--- src/rtl/uart_tx_buffered.sv ---
// Buffered 8N1/8N2 UART transmitter: producers push bytes into a small FIFO,
// and the serialiser drains it frame after frame with no idle gap between queued bytes.
module uart_tx_buffered #(
    parameter int CLKS_PER_BIT = 868,
    parameter int FIFO_AW      = 4,
    parameter int STOP_BITS    = 1
) (
    input  logic               i_clk,
    input  logic               i_rst_n,
    input  logic               i_wr_en,
    input  logic [7:0]         i_wr_byte,
    output logic               o_full,
    output logic               o_empty,
    output logic [FIFO_AW:0]   o_count,
    output logic               o_overflow,
    output logic               o_tx,
    output logic               o_tx_busy,
    output logic               o_tx_done
);

    localparam int BAUD_W = $clog2(CLKS_PER_BIT);
    localparam logic [BAUD_W-1:0]  BAUD_LAST = BAUD_W'(CLKS_PER_BIT - 1);
    localparam logic [BAUD_W-1:0]  BAUD_ONE  = BAUD_W'(1);
    localparam logic [BAUD_W-1:0]  BAUD_ZERO = BAUD_W'(0);
    localparam logic [FIFO_AW-1:0] PTR_ONE   = FIFO_AW'(1);
    localparam logic [FIFO_AW:0]   CNT_ONE   = (FIFO_AW+1)'(1);
    localparam logic [FIFO_AW:0]   CNT_ZERO  = (FIFO_AW+1)'(0);
    localparam logic [FIFO_AW:0]   CNT_FULL  = (FIFO_AW+1)'(2**FIFO_AW);
    localparam logic [2:0]         STOP_LAST = 3'(STOP_BITS - 1);

    localparam logic [1:0] ST_IDLE  = 2'd0;
    localparam logic [1:0] ST_START = 2'd1;
    localparam logic [1:0] ST_DATA  = 2'd2;
    localparam logic [1:0] ST_STOP  = 2'd3;

    logic [7:0]         r_mem [0:(2**FIFO_AW)-1];
    logic [FIFO_AW-1:0] r_wr_ptr;
    logic [FIFO_AW-1:0] r_rd_ptr;
    logic [FIFO_AW:0]   r_count;
    logic               r_full;
    logic               r_empty;
    logic               r_overflow;
    logic [1:0]         r_state;
    logic [BAUD_W-1:0]  r_baud;
    logic [2:0]         r_idx;
    logic [7:0]         r_shift;
    logic               r_tx;
    logic               r_busy;
    logic               r_done;

    logic               w_baud_last;
    logic               w_stop_last;
    logic               w_pop;
    logic               w_push;
    logic [FIFO_AW:0]   w_count_nxt;

    // Handshake decode; a push is judged on the registered full flag, so a
    // write on a full FIFO is dropped even when a pop happens in that cycle.
    always_comb begin
        w_baud_last = (r_baud == BAUD_LAST);
        w_stop_last = (r_state == ST_STOP) && w_baud_last && (r_idx == STOP_LAST);
        w_pop       = !r_empty && ((r_state == ST_IDLE) || w_stop_last);
        w_push      = i_wr_en && !r_full;
        case ({w_push, w_pop})
            2'b10:   w_count_nxt = r_count + CNT_ONE;
            2'b01:   w_count_nxt = r_count - CNT_ONE;
            default: w_count_nxt = r_count;
        endcase
    end

    // FIFO storage
    always_ff @(posedge i_clk) begin
        if (w_push) begin
            r_mem[r_wr_ptr] <= i_wr_byte;
        end
    end

    // FIFO pointers, occupancy and status flags
    always_ff @(posedge i_clk or negedge i_rst_n) begin
        if (!i_rst_n) begin
            r_wr_ptr   <= '0;
            r_rd_ptr   <= '0;
            r_count    <= CNT_ZERO;
            r_full     <= 1'b0;
            r_empty    <= 1'b1;
            r_overflow <= 1'b0;
        end else begin
            if (w_push) begin
                r_wr_ptr <= r_wr_ptr + PTR_ONE;
            end
            if (w_pop) begin
                r_rd_ptr <= r_rd_ptr + PTR_ONE;
            end
            r_count    <= w_count_nxt;
            r_full     <= (w_count_nxt == CNT_FULL);
            r_empty    <= (w_count_nxt == CNT_ZERO);
            r_overflow <= i_wr_en && r_full;
        end
    end

    // Frame sequencer; r_idx counts data bits in DATA and stop bits in STOP
    always_ff @(posedge i_clk or negedge i_rst_n) begin
        if (!i_rst_n) begin
            r_state <= ST_IDLE;
            r_baud  <= BAUD_ZERO;
            r_idx   <= 3'd0;
            r_shift <= 8'h00;
        end else begin
            case (r_state)
                ST_IDLE: begin
                    r_baud <= BAUD_ZERO;
                    r_idx  <= 3'd0;
                    if (w_pop) begin
                        r_shift <= r_mem[r_rd_ptr];
                        r_state <= ST_START;
                    end
                end
                ST_START: begin
                    if (w_baud_last) begin
                        r_baud  <= BAUD_ZERO;
                        r_idx   <= 3'd0;
                        r_state <= ST_DATA;
                    end else begin
                        r_baud <= r_baud + BAUD_ONE;
                    end
                end
                ST_DATA: begin
                    if (w_baud_last) begin
                        r_baud <= BAUD_ZERO;
                        r_idx  <= r_idx + 3'd1;
                        if (r_idx == 3'd7) begin
                            r_idx   <= 3'd0;
                            r_state <= ST_STOP;
                        end
                    end else begin
                        r_baud <= r_baud + BAUD_ONE;
                    end
                end
                ST_STOP: begin
                    if (w_baud_last) begin
                        r_baud <= BAUD_ZERO;
                        r_idx  <= r_idx + 3'd1;
                        if (r_idx == STOP_LAST) begin
                            r_idx <= 3'd0;
                            if (w_pop) begin
                                r_shift <= r_mem[r_rd_ptr];
                                r_state <= ST_START;
                            end else begin
                                r_state <= ST_IDLE;
                            end
                        end
                    end else begin
                        r_baud <= r_baud + BAUD_ONE;
                    end
                end
                default: begin
                    r_state <= ST_IDLE;
                    r_baud  <= BAUD_ZERO;
                    r_idx   <= 3'd0;
                end
            endcase
        end
    end

    // Line outputs lag the sequencer by one cycle so tx, busy and done stay mutually aligned
    always_ff @(posedge i_clk or negedge i_rst_n) begin
        if (!i_rst_n) begin
            r_tx   <= 1'b1;
            r_busy <= 1'b0;
            r_done <= 1'b0;
        end else begin
            case (r_state)
                ST_START: r_tx <= 1'b0;
                ST_DATA:  r_tx <= r_shift[r_idx];
                default:  r_tx <= 1'b1;
            endcase
            r_busy <= (r_state != ST_IDLE);
            r_done <= w_stop_last;
        end
    end

    assign o_full     = r_full;
    assign o_empty    = r_empty;
    assign o_count    = r_count;
    assign o_overflow = r_overflow;
    assign o_tx       = r_tx;
    assign o_tx_busy  = r_busy;
    assign o_tx_done  = r_done;

endmodule

--- config.mk ---
export PLATFORM = sky130hd
export DESIGN_NAME = uart_tx_buffered
export DESIGN_NICKNAME = d
export VERILOG_FILES = /design/src/rtl/uart_tx_buffered.sv
export SDC_FILE = /design/constraint.sdc
export NUM_CORES = 1
export LEC_CHECK = 0
export ABC_AREA = 1
export CAP_MARGIN = 10
export CORE_MARGIN = 2
export CORE_UTILIZATION = 45
export DETAILED_ROUTE_END_ITERATION = 12
export PLACE_DENSITY = 0.61
export SYNTH_ARGS = -nofsm -noshare
export SYNTH_HDL_FRONTEND = slang
export SYNTH_SLANG_ARGS = --single-unit
--- constraint.sdc ---
create_clock -name i_clk -period 4.5 [get_ports i_clk]
set_input_delay 1.35 -clock i_clk [delete_from_list [all_inputs] [get_ports i_clk]]
set_output_delay 1.35 -clock i_clk [all_outputs]
set_load 0.01 [all_outputs]
### Yosys cells after proc, flatten, opt, wreduce, memory -nomap -nowiden

Memory sizes are Yosys's and may differ from the RTL's.
Index checks and enable logic that the tools add are counted.

* memories kept: 1
* memory bits (writable): 128
* flip-flop bits (word level): 42
* word-level logic and storage cells: 78

* equality and inequality tests: 14
* $add $sub $neg: 6
* reduce and logical (&&, ||, !) cells: 17
* muxes and demuxes: 26
* $lt $le $gt $ge: 1

Memory list
* r_mem: depth 16, width 8, rd ports 1, clocked after memory_dff 0, wr ports 1, RTL line 36 `logic [7:0] r_mem [0:(2**FIFO_AW)-1];`

Operators with widths (number)
* two-way mux 8 bit: 3
* one-hot mux 10 bit (2 select lines): 1
* one-hot mux 8 bit (2 select lines): 1
* two-way mux 3 bit: 5
* two-way mux 2 bit: 6
* one-hot mux 3 bit (4 select lines): 1
* adder 10 x 1 -> 10 bit (second input constant): 1
* == test 10 bit (second input constant): 1
* two-way mux 10 bit: 1
* inequality test 2 bit (second input constant): 5
* one-hot mux 5 bit (2 select lines): 1
* adder 4 x 1 -> 4 bit (second input constant): 2
* one-hot mux 2 bit (4 select lines): 1
* == test 2 bit (second input constant): 3
* AND reduction 3 bit: 2
* AND reduction 6 bit: 1
* adder 5 x 1 -> 5 bit (second input constant): 1
* == test 5 bit (second input constant): 1
* logical AND 1 bit: 5
* logical NOT 5 bit: 1
* subtractor 5 x 1 -> 5 bit (second input constant): 1
* == test 2 x 1 -> 1 bit (second input constant): 2
* < comparator 3 x 4 -> 1 bit (second input constant): 1
* two-way mux 1 bit: 4
* other kinds (11): 13

### Depth between registers and ports, before layout

* depth in word-level cells: 9
* depth in mapped cells: 17

### Least setup slack after synthesis

Ideal clock, no wire load.

* kind: input port to flip-flop
* from: in i_wr_en
* to: reg r_full (netlist: o_full)
* library setup time: 0.077 ns
* path slack: 1.429 ns
* data arrival time: 2.994 ns
* data required time: 4.423 ns
* cell stages on the path: 11
* cells stage by stage: inv_1 > nor2_2 > inv_1 > ha_1 > fa_1 > or2_1 > o21ai_0 > inv_1 > nor3_1 > nand3_1 > a21oi_1

* cells in the longest elaborated chain, start to end: 4
* elaborated cells between the ends (all ways): 5
* those cells by class: 3 x eq/ne; 1 x mux; 1 x reduce/logical

Ends and longest elaborated chain
* start: declaration: RTL line 10 `input logic i_wr_en,`
* logical AND 1 bit (*): RTL line 63 `w_push = i_wr_en && !r_full;`
* == test 2 x 1 -> 1 bit or == test 2 bit (tied branches): RTL line 64 `case ({w_push, w_pop})`
* one-hot mux 5 bit (2 select lines) (*): RTL line 64
* net w_count_nxt[1]: RTL line 55 `logic [FIFO_AW:0] w_count_nxt;`
* == test 5 bit (*): RTL line 95 `r_full <= (w_count_nxt == CNT_FULL);`
* end signal: assignment: RTL line 95
* end: declaration: RTL line 40 `logic r_full;`

The timed path passes the listed nets; every way through them passes the cells marked *.
A chain may end at the register's enable or synchronous reset.

### Worst setup path in the final report

Ends and elaborated chain as after synthesis.

==> impl_metrics.csv <==
group,metric,value,unit
power_and_ir_drop,p_leak,0.00326,uW
run,cap_violations,0,
worst_hold_path,min_from,"r_baud[0]",
power_and_ir_drop,swShare,38.2,%
cts,cts-root-buf,"clkbuf_16",
cts,htreeDepth,4,
logic_synthesis,yosysTopAreaCell,"edfxtp_1",
logic_synthesis,syn_nets,706,
floorplan,dieWidth,132,microns
global_route,antenna_found_initial,0,
worst_setup_path,critPathMaxStageDelay,0.48,ns
cts,clk_path_buf_depth,2,
logic_synthesis,postSynthAreaPerCell,10.9,sq um
cts,holdBufCountCts,0,
floorplan,start_util,46.2,%
power_and_ir_drop,p_sw,2060,uW
floorplan,rows,46,
floorplan,die_h,132,microns
worst_setup_path,slowest_stage,"clkdlybuf4s50_1",
timing,finalClockSkew,0.0110,ns
power_and_ir_drop,power_frac_comb,34.6,%
logic_synthesis,ys_ff_latch,170,
global_route,grt_pass1_vias,4893,
timing,worst_slew_pin_slew,1.06,ns
worst_setup_path,reg2reg_slack,1.40,ns
cts,clock_latency,0.43,ns
global_route,grt_max_degree,75,
timing,final_max_slew_viol_count,0,
placement,place_congestion,0.827,
cts,cts_tree,"yes",
worst_setup_path,cpMostUsedCell,"inv_1",
global_route,track_usage,19.7,%
placement,dp_hpwl,10500,microns
floorplan,io_pins,22,
worst_setup_path,path_cells,"clkdlybuf4s50_1 -> inv_1 -> nor2_2 -> inv_1 -> ha_1 -> fa_1 -> or2_1 -> o21ai_0 -> inv_1 -> nor3_1 -> nand3_1 -> a21oi_1",
cts,cts_inserted_buffers,17,
cts,cts_resized,0,
route,first_pass_iters,7,
worst_setup_path,critPathMaxFanout,9,
timing,min_period,3.42,ns
logic_synthesis,synth_edf_count,128,
worst_setup_path,critPathArrivalTime,3.77,ns
placement,dpl_cell_area,7720,sq um
global_route,grt-ovfl-total,0,
power_and_ir_drop,p_seq_share,39.6,%
worst_setup_path,cp-end-kind,"register",
worst_setup_path,worstPathRequired,4.84,ns
route,wirelength,16300,microns
worst_hold_path,hold_class,"register to register",
power_and_ir_drop,irDropWorstVdd,0.382,mV
logic_synthesis,synth_most_common_cell,"nand2_1",
worst_setup_path,rr_startpoint,"r_idx[0]",
logic_synthesis,yosys_warnings,0,
timing,setup_viol,0,
placement,portBuffers,21,
route,vias_per_cell,5.30,
cts,cts.sinks,170,
final_layout,area_delta_synth_final,12.9,%
route,ant_nets,0,
worst_setup_path,path_buf_inv,4,
power_and_ir_drop,clkPwrFrac,25.8,%
final_layout,fin_area,8280,sq um
logic_synthesis,synth_top_area_share,52.4,%
timing,slew_headroom,29.1,%
timing,fin_crit_sh,76.1,%
cts,post_cts_buffers,0,
logic_synthesis,synth_cell_types,32,
logic_synthesis,async_reset_ff_share,24.7,%
global_route,grt_pass1_wl,25900,microns
final_layout,drive_gt1_share,6.90,%
logic_synthesis,syn-instance-count,676,
power_and_ir_drop,p_per_area,653,nW/um^2
final_layout,antenna_cells,0,
route,drc,0,
timing,clock.fmax,0.292,GHz
logic_synthesis,synth_flop_cell,"edfxtp_1",
worst_setup_path,worstSetupPathType,"primary input to register",
status,outcome,"completed",
worst_setup_path,start_kind,"primary input",
worst_setup_path,critPathTopFamily,"simple AND/OR/NAND/NOR gates",
timing,finalSetupTns,0,ns
logic_synthesis,synthesis.area,7340,sq um
route,dr.first_iter.drc_count,459,
floorplan,die-area,17300,sq um
cts,path_clk_slew,0.06,ns
final_layout,fin_nets,727,
logic_synthesis,synth_common_cells,"nand2_1, edfxtp_1, nor2_1, nand3_1, inv_1",
power_and_ir_drop,p_int,3340,uW
timing,hold_violations,0,
route,wl_per_cell,17.6,microns
timing,rsz0062_at_grt,"no",
route,vias,4911,
worst_setup_path,cp-startpoint,"i_wr_en",
floorplan,placeableCoreArea,15900,sq um
logic_synthesis,synth_area_leaders,"edfxtp_1, dfrtp_1, nand2_1, nor2_1, nand3_1",
logic_synthesis,ys_seq_area_share,66.8,%
==> layout make-up <==
type | count | area, sq um
Multi-Input combinational cell | 437 | 2150
Fill cell | 1429 | 7600
Timing Repair Buffer | 23 | 220
Clock inverter | 14 | 138
Sequential cell | 170 | 4900
Tap cell | 216 | 270
Clock buffer | 18 | 429
Inverter | 48 | 181
==> cell families after synthesis <==
group                      share of synthesized area (%)
AOI/OAI and AO/OA                                   6.24
xor gates and xnor gates                            1.43
adders and majority gates                           3.34
buffers and inverters                               3.99
DFF                                                 66.8
and+or+nand+nor                                     18.2
==> power by group through the flow <==
stage	logic, uW	registers, uW	clock network (uW)
after floorplan	1340	2130	0
after global placement	1790	2170	0
after detailed placement	1850	2170	0
after CTS	1870	2140	1410
after global routing	2120	2170	1490
final	1870	2140	1390
==> registers in the layout, indices dropped and copies added (netlist names), 2 cells and up <==
name,flops
r_mem,128
r_wr_ptr,4
r_baud,10
o_count,5
r_idx,3
r_shift,8
r_state,2
r_rd_ptr,4
==> path summary, 6_finish.rpt <==
path                                to  cells past startpoint
max                             o_full                     12
min                          r_baud[0]                      1
max reg2reg                     o_full                     16
min reg2reg                  r_baud[0]                      1
max in group asynchronous  r_rd_ptr[0]                      1
min in group asynchronous   r_shift[1]                      1
==> stage by stage <==
step | cells | hold WS [ns] | utilization [%] | worst slack (ns) | power (uW)
floorplan | 676 | 0.433 | - | 1.43 | 3460
global placement | 894 | 0.447 | 48.6 | 0.767 | 3960
detailed placement | 894 | 0.463 | 48.6 | 0.653 | 4020
CTS | 926 | 0.471 | 52.1 | 1.09 | 5420
global route | 926 | 0.506 | 52.1 | 0.834 | 5780
finish | 926 | 0.465 | 52.1 | 1.08 | 5410
==> placed cells by master (no fill, tap or decap), types with 17 or more instances in the layout <==
cell and count:
nand2_1 169, nor2_1 86, o21ai_0 34, clkdlybuf4s50_1 20, ha_1 18, dfrtp_1 39, a21oi_1 20, inv_1 42
edfxtp_1 128, clkbuf_16 17, nand3_1 47
==> metal layers <==
layer	global-route usage [%]	up-vias	routed length [microns]
li1	-	2340	-
met1	25.9	2379	7040
met2	32.3	158	7920
met3	4.59	34	946
met4	6.70	0	369
met5	0	-	0
(Power assumes the default switching activity.)
==> patch, RTL diff (config.mk and constraints unchanged) <==
Make the reset (`i_rst_n`) synchronous in 3 clocked blocks.
--- a/src/rtl/uart_tx_buffered.sv
+++ b/src/rtl/uart_tx_buffered.sv
@@ -76,7 +76,7 @@
     end
 
     // FIFO pointers, occupancy and status flags
-    always_ff @(posedge i_clk or negedge i_rst_n) begin
+    always_ff @(posedge i_clk) begin
         if (!i_rst_n) begin
             r_wr_ptr   <= '0;
             r_rd_ptr   <= '0;
@@ -99,7 +99,7 @@
     end
 
     // Frame sequencer; r_idx counts data bits in DATA and stop bits in STOP
-    always_ff @(posedge i_clk or negedge i_rst_n) begin
+    always_ff @(posedge i_clk) begin
         if (!i_rst_n) begin
             r_state <= ST_IDLE;
             r_baud  <= BAUD_ZERO;
@@ -163,7 +163,7 @@
     end
 
     // Line outputs lag the sequencer by one cycle so tx, busy and done stay mutually aligned
-    always_ff @(posedge i_clk or negedge i_rst_n) begin
+    always_ff @(posedge i_clk) begin
         if (!i_rst_n) begin
             r_tx   <= 1'b1;
             r_busy <= 1'b0;
Formal check against the unedited RTL: differs if i_rst_n is asserted again (counterexample within 4 cycles, from zero or initial values and one cycle with i_rst_n low); with i_rst_n held inactive, the same outputs for 10 cycles.
==> patch against the unedited design <==
  * Non-clock buffer count increased by 4
  * Sequential power is 8% lower
  * Cell area is essentially flat
  * Die area grew 0.61%
  * Synthesized area rose by 0.63%
  * Wire length decreased by 3.6%
  * Sequential cell count rose by 4
  * Setup slack got worse by 0.041 ns
  * Maximum frequency is 1.2% lower
  * First-iteration DRC count is 2.8% lower
  * Power is 12% lower
  * Critical path type unchanged
  * Critical endpoint is now o_empty
  * Largest cell class unchanged
  * Highest routed layer unchanged
==> patch: results (changes against the unedited design) <==
Outcome -> finished, final reports clean
Post-synth top cells -> 128 x edfxtp_1, 124 x nor2_1, 112 x nand2_1
WL per Instance -> 16.2 um (-7.8%)
P_sw -> 1.70 mW (-18%)
Layout cells sized above 1 -> 0.0718 (+0.00279)
CP top delay family -> buffers and inverters
R2r setup slk -> 1.65 ns (+0.25 ns)
Async SR Flop Fraction -> 0 (-0.247)
M1 GR Usage -> 0.262 (+0.00340)
Synth Area in Compound Gates -> 0.109 (+0.0462)
IR drop worst, VDD -> 0.295 mV (-23%)
Top cells by area, synth -> edfxtp_1 52%, dfxtp_1 12%, nor2_1 6.3%
XOR/XNOR Fraction of Synth Area -> 0.00475 (-0.00958)
Slew headroom -> 0.404 (+0.113)
CP Launch Point -> i_wr_en
R2R depth -> 21 (+5)
Ys Warns -> 0 (unchanged)
Largest net degree at the start of global routing -> 72 (-4.0%)
CP endpoint -> o_empty
GRT Util Overall -> 0.188 (-0.00887)
Leak pwr -> 3.00 nW (-8.0%)
Reg2reg start -> r_idx[0]
Syn_nets -> 748 (+5.9%)
First-pass GRT wire length -> 25.4 mm (-2.0%)
Area post-placement -> 0.00773 mm2 (+0.16%)
FILL cells -> 1,396 (-2.3%)
Post-DP HPWL -> 9.80 mm (-7.1%)
Met2 Use GR -> 0.296 (-0.0271)
Worst-path clk slew -> 0.06 ns (about the same)
Final #Nets -> 766 (+5.4%)
Routed via count -> 4,990 (+1.6%)
Setup Skew -> 0.0120 ns (+0.000979 ns)
Pre-antenna DRT Iters -> 5 (-2)
Share of the yosys chip area belonging to registers -> 0.645 (-0.0222)
Post-Synth Adder-Cell Area -> 0.0271 (-0.00631)
Synth cell types -> 35 (+9.4%)
GPL Wtd Cong -> 0.804 (-2.7%)
Met3 GRT Util -> 0.0342 (-0.0117)
CP Max Fanout -> 7 (-2)
Vias in the first global route -> 4,730 (-3.3%)
1st-iter DRT viols -> 446 (-2.8%)
==> patch: changes by cell type after synthesis, moves of 7 or more <==
cell      change
a21oi_1      +17
o21ai_0      +42
nand3_1      -15
inv_1        +12
dfrtp_1      -40
xor2_1        -7
dfxtp_1      +46
o21ai_1      +17
nand2_1      -57
o211ai_1      -9
nor2_1       +38
==> patch: final cells by class <==
class	instances	area share
Sequential cell	174	0.576
Multi-Input combinational cell	461	0.268
Clock buffer	17	0.0514
Tap cell	216	0.0326
Timing Repair Buffer	27	0.0308
Inverter	58	0.0268
Clock inverter	15	0.0150
==> patch: layer usage <==
metal,vias to the layer above,routed length (um)
met4,0,251
met5,-,0
li1,2481,-
met3,18,762
met1,2361,7230
met2,130,7440
==> patch: through the flow <==
step	instances	setup WS, ns	hold slack, ns	power (mW)	util
3_5_place_dp	936	0.624	0.456	3.43	0.485
5_1_grt	968	0.780	0.486	5.08	0.519
6_report	968	1.04	0.461	4.78	0.519
4_1_cts	968	1.06	0.471	4.79	0.519
2_1_floorplan	721	1.44	0.429	3.05	-
3_3_place_gp	936	0.749	0.441	3.40	0.485
==> patch: worst reg2reg max path, stage by stage, from the launching register on <==
cell and delay [ns]:
dfxtp_1 0.42, inv_1 0.14, ha_1 0.22, nand2_1 0.09
nor2_1 0.05, nand3_2 0.10, nand2_1 0.09, nand2_2 0.11
clkinv_2 0.15, ha_1 0.27, inv_1 0.11, nand2_1 0.06
nand2_1 0.08, ha_1 0.14, inv_1 0.04, nand2_1 0.10
xor2_1 0.17, nand2_1 0.07, o21ai_1 0.10, nor2_1 0.08
nand3_1 0.08, nand2_1 0.05
==> patch: kinds of logic (layout without fill, tap and decap cells) <==
kind of cell	count (synthesis)	count (layout)
fa+ha+maj	16	16
compound gates	154	154
buf+inv	86	117
simple gates	287	287
xor+xnor	4	4
flops	174	174
==> patch: power groups by stage <==
stage / sequential, mW / combinational [mW] / clock [mW]
after floorplan: 1.95 / 1.10 / 0
after global placement: 1.99 / 1.41 / 0
after detailed placement: 1.99 / 1.44 / 0
after CTS: 1.96 / 1.45 / 1.39
after global routing: 1.97 / 1.65 / 1.45
final: 1.96 / 1.45 / 1.37
==> patch: how the worst min path moves through the flow <==
stage          slack [ns]        end       from  cells after the start
2_1_floorplan        0.43  r_baud[0]  r_baud[0]                      1
3_3_place_gp         0.44  r_baud[0]  r_baud[0]                      1
3_5_place_dp         0.46  r_baud[0]  r_baud[0]                      1
4_1_cts              0.47  r_baud[0]  r_baud[0]                      1
5_1_grt              0.49  r_baud[0]  r_baud[0]                      1
6_report             0.46  r_baud[0]  r_baud[0]                      1
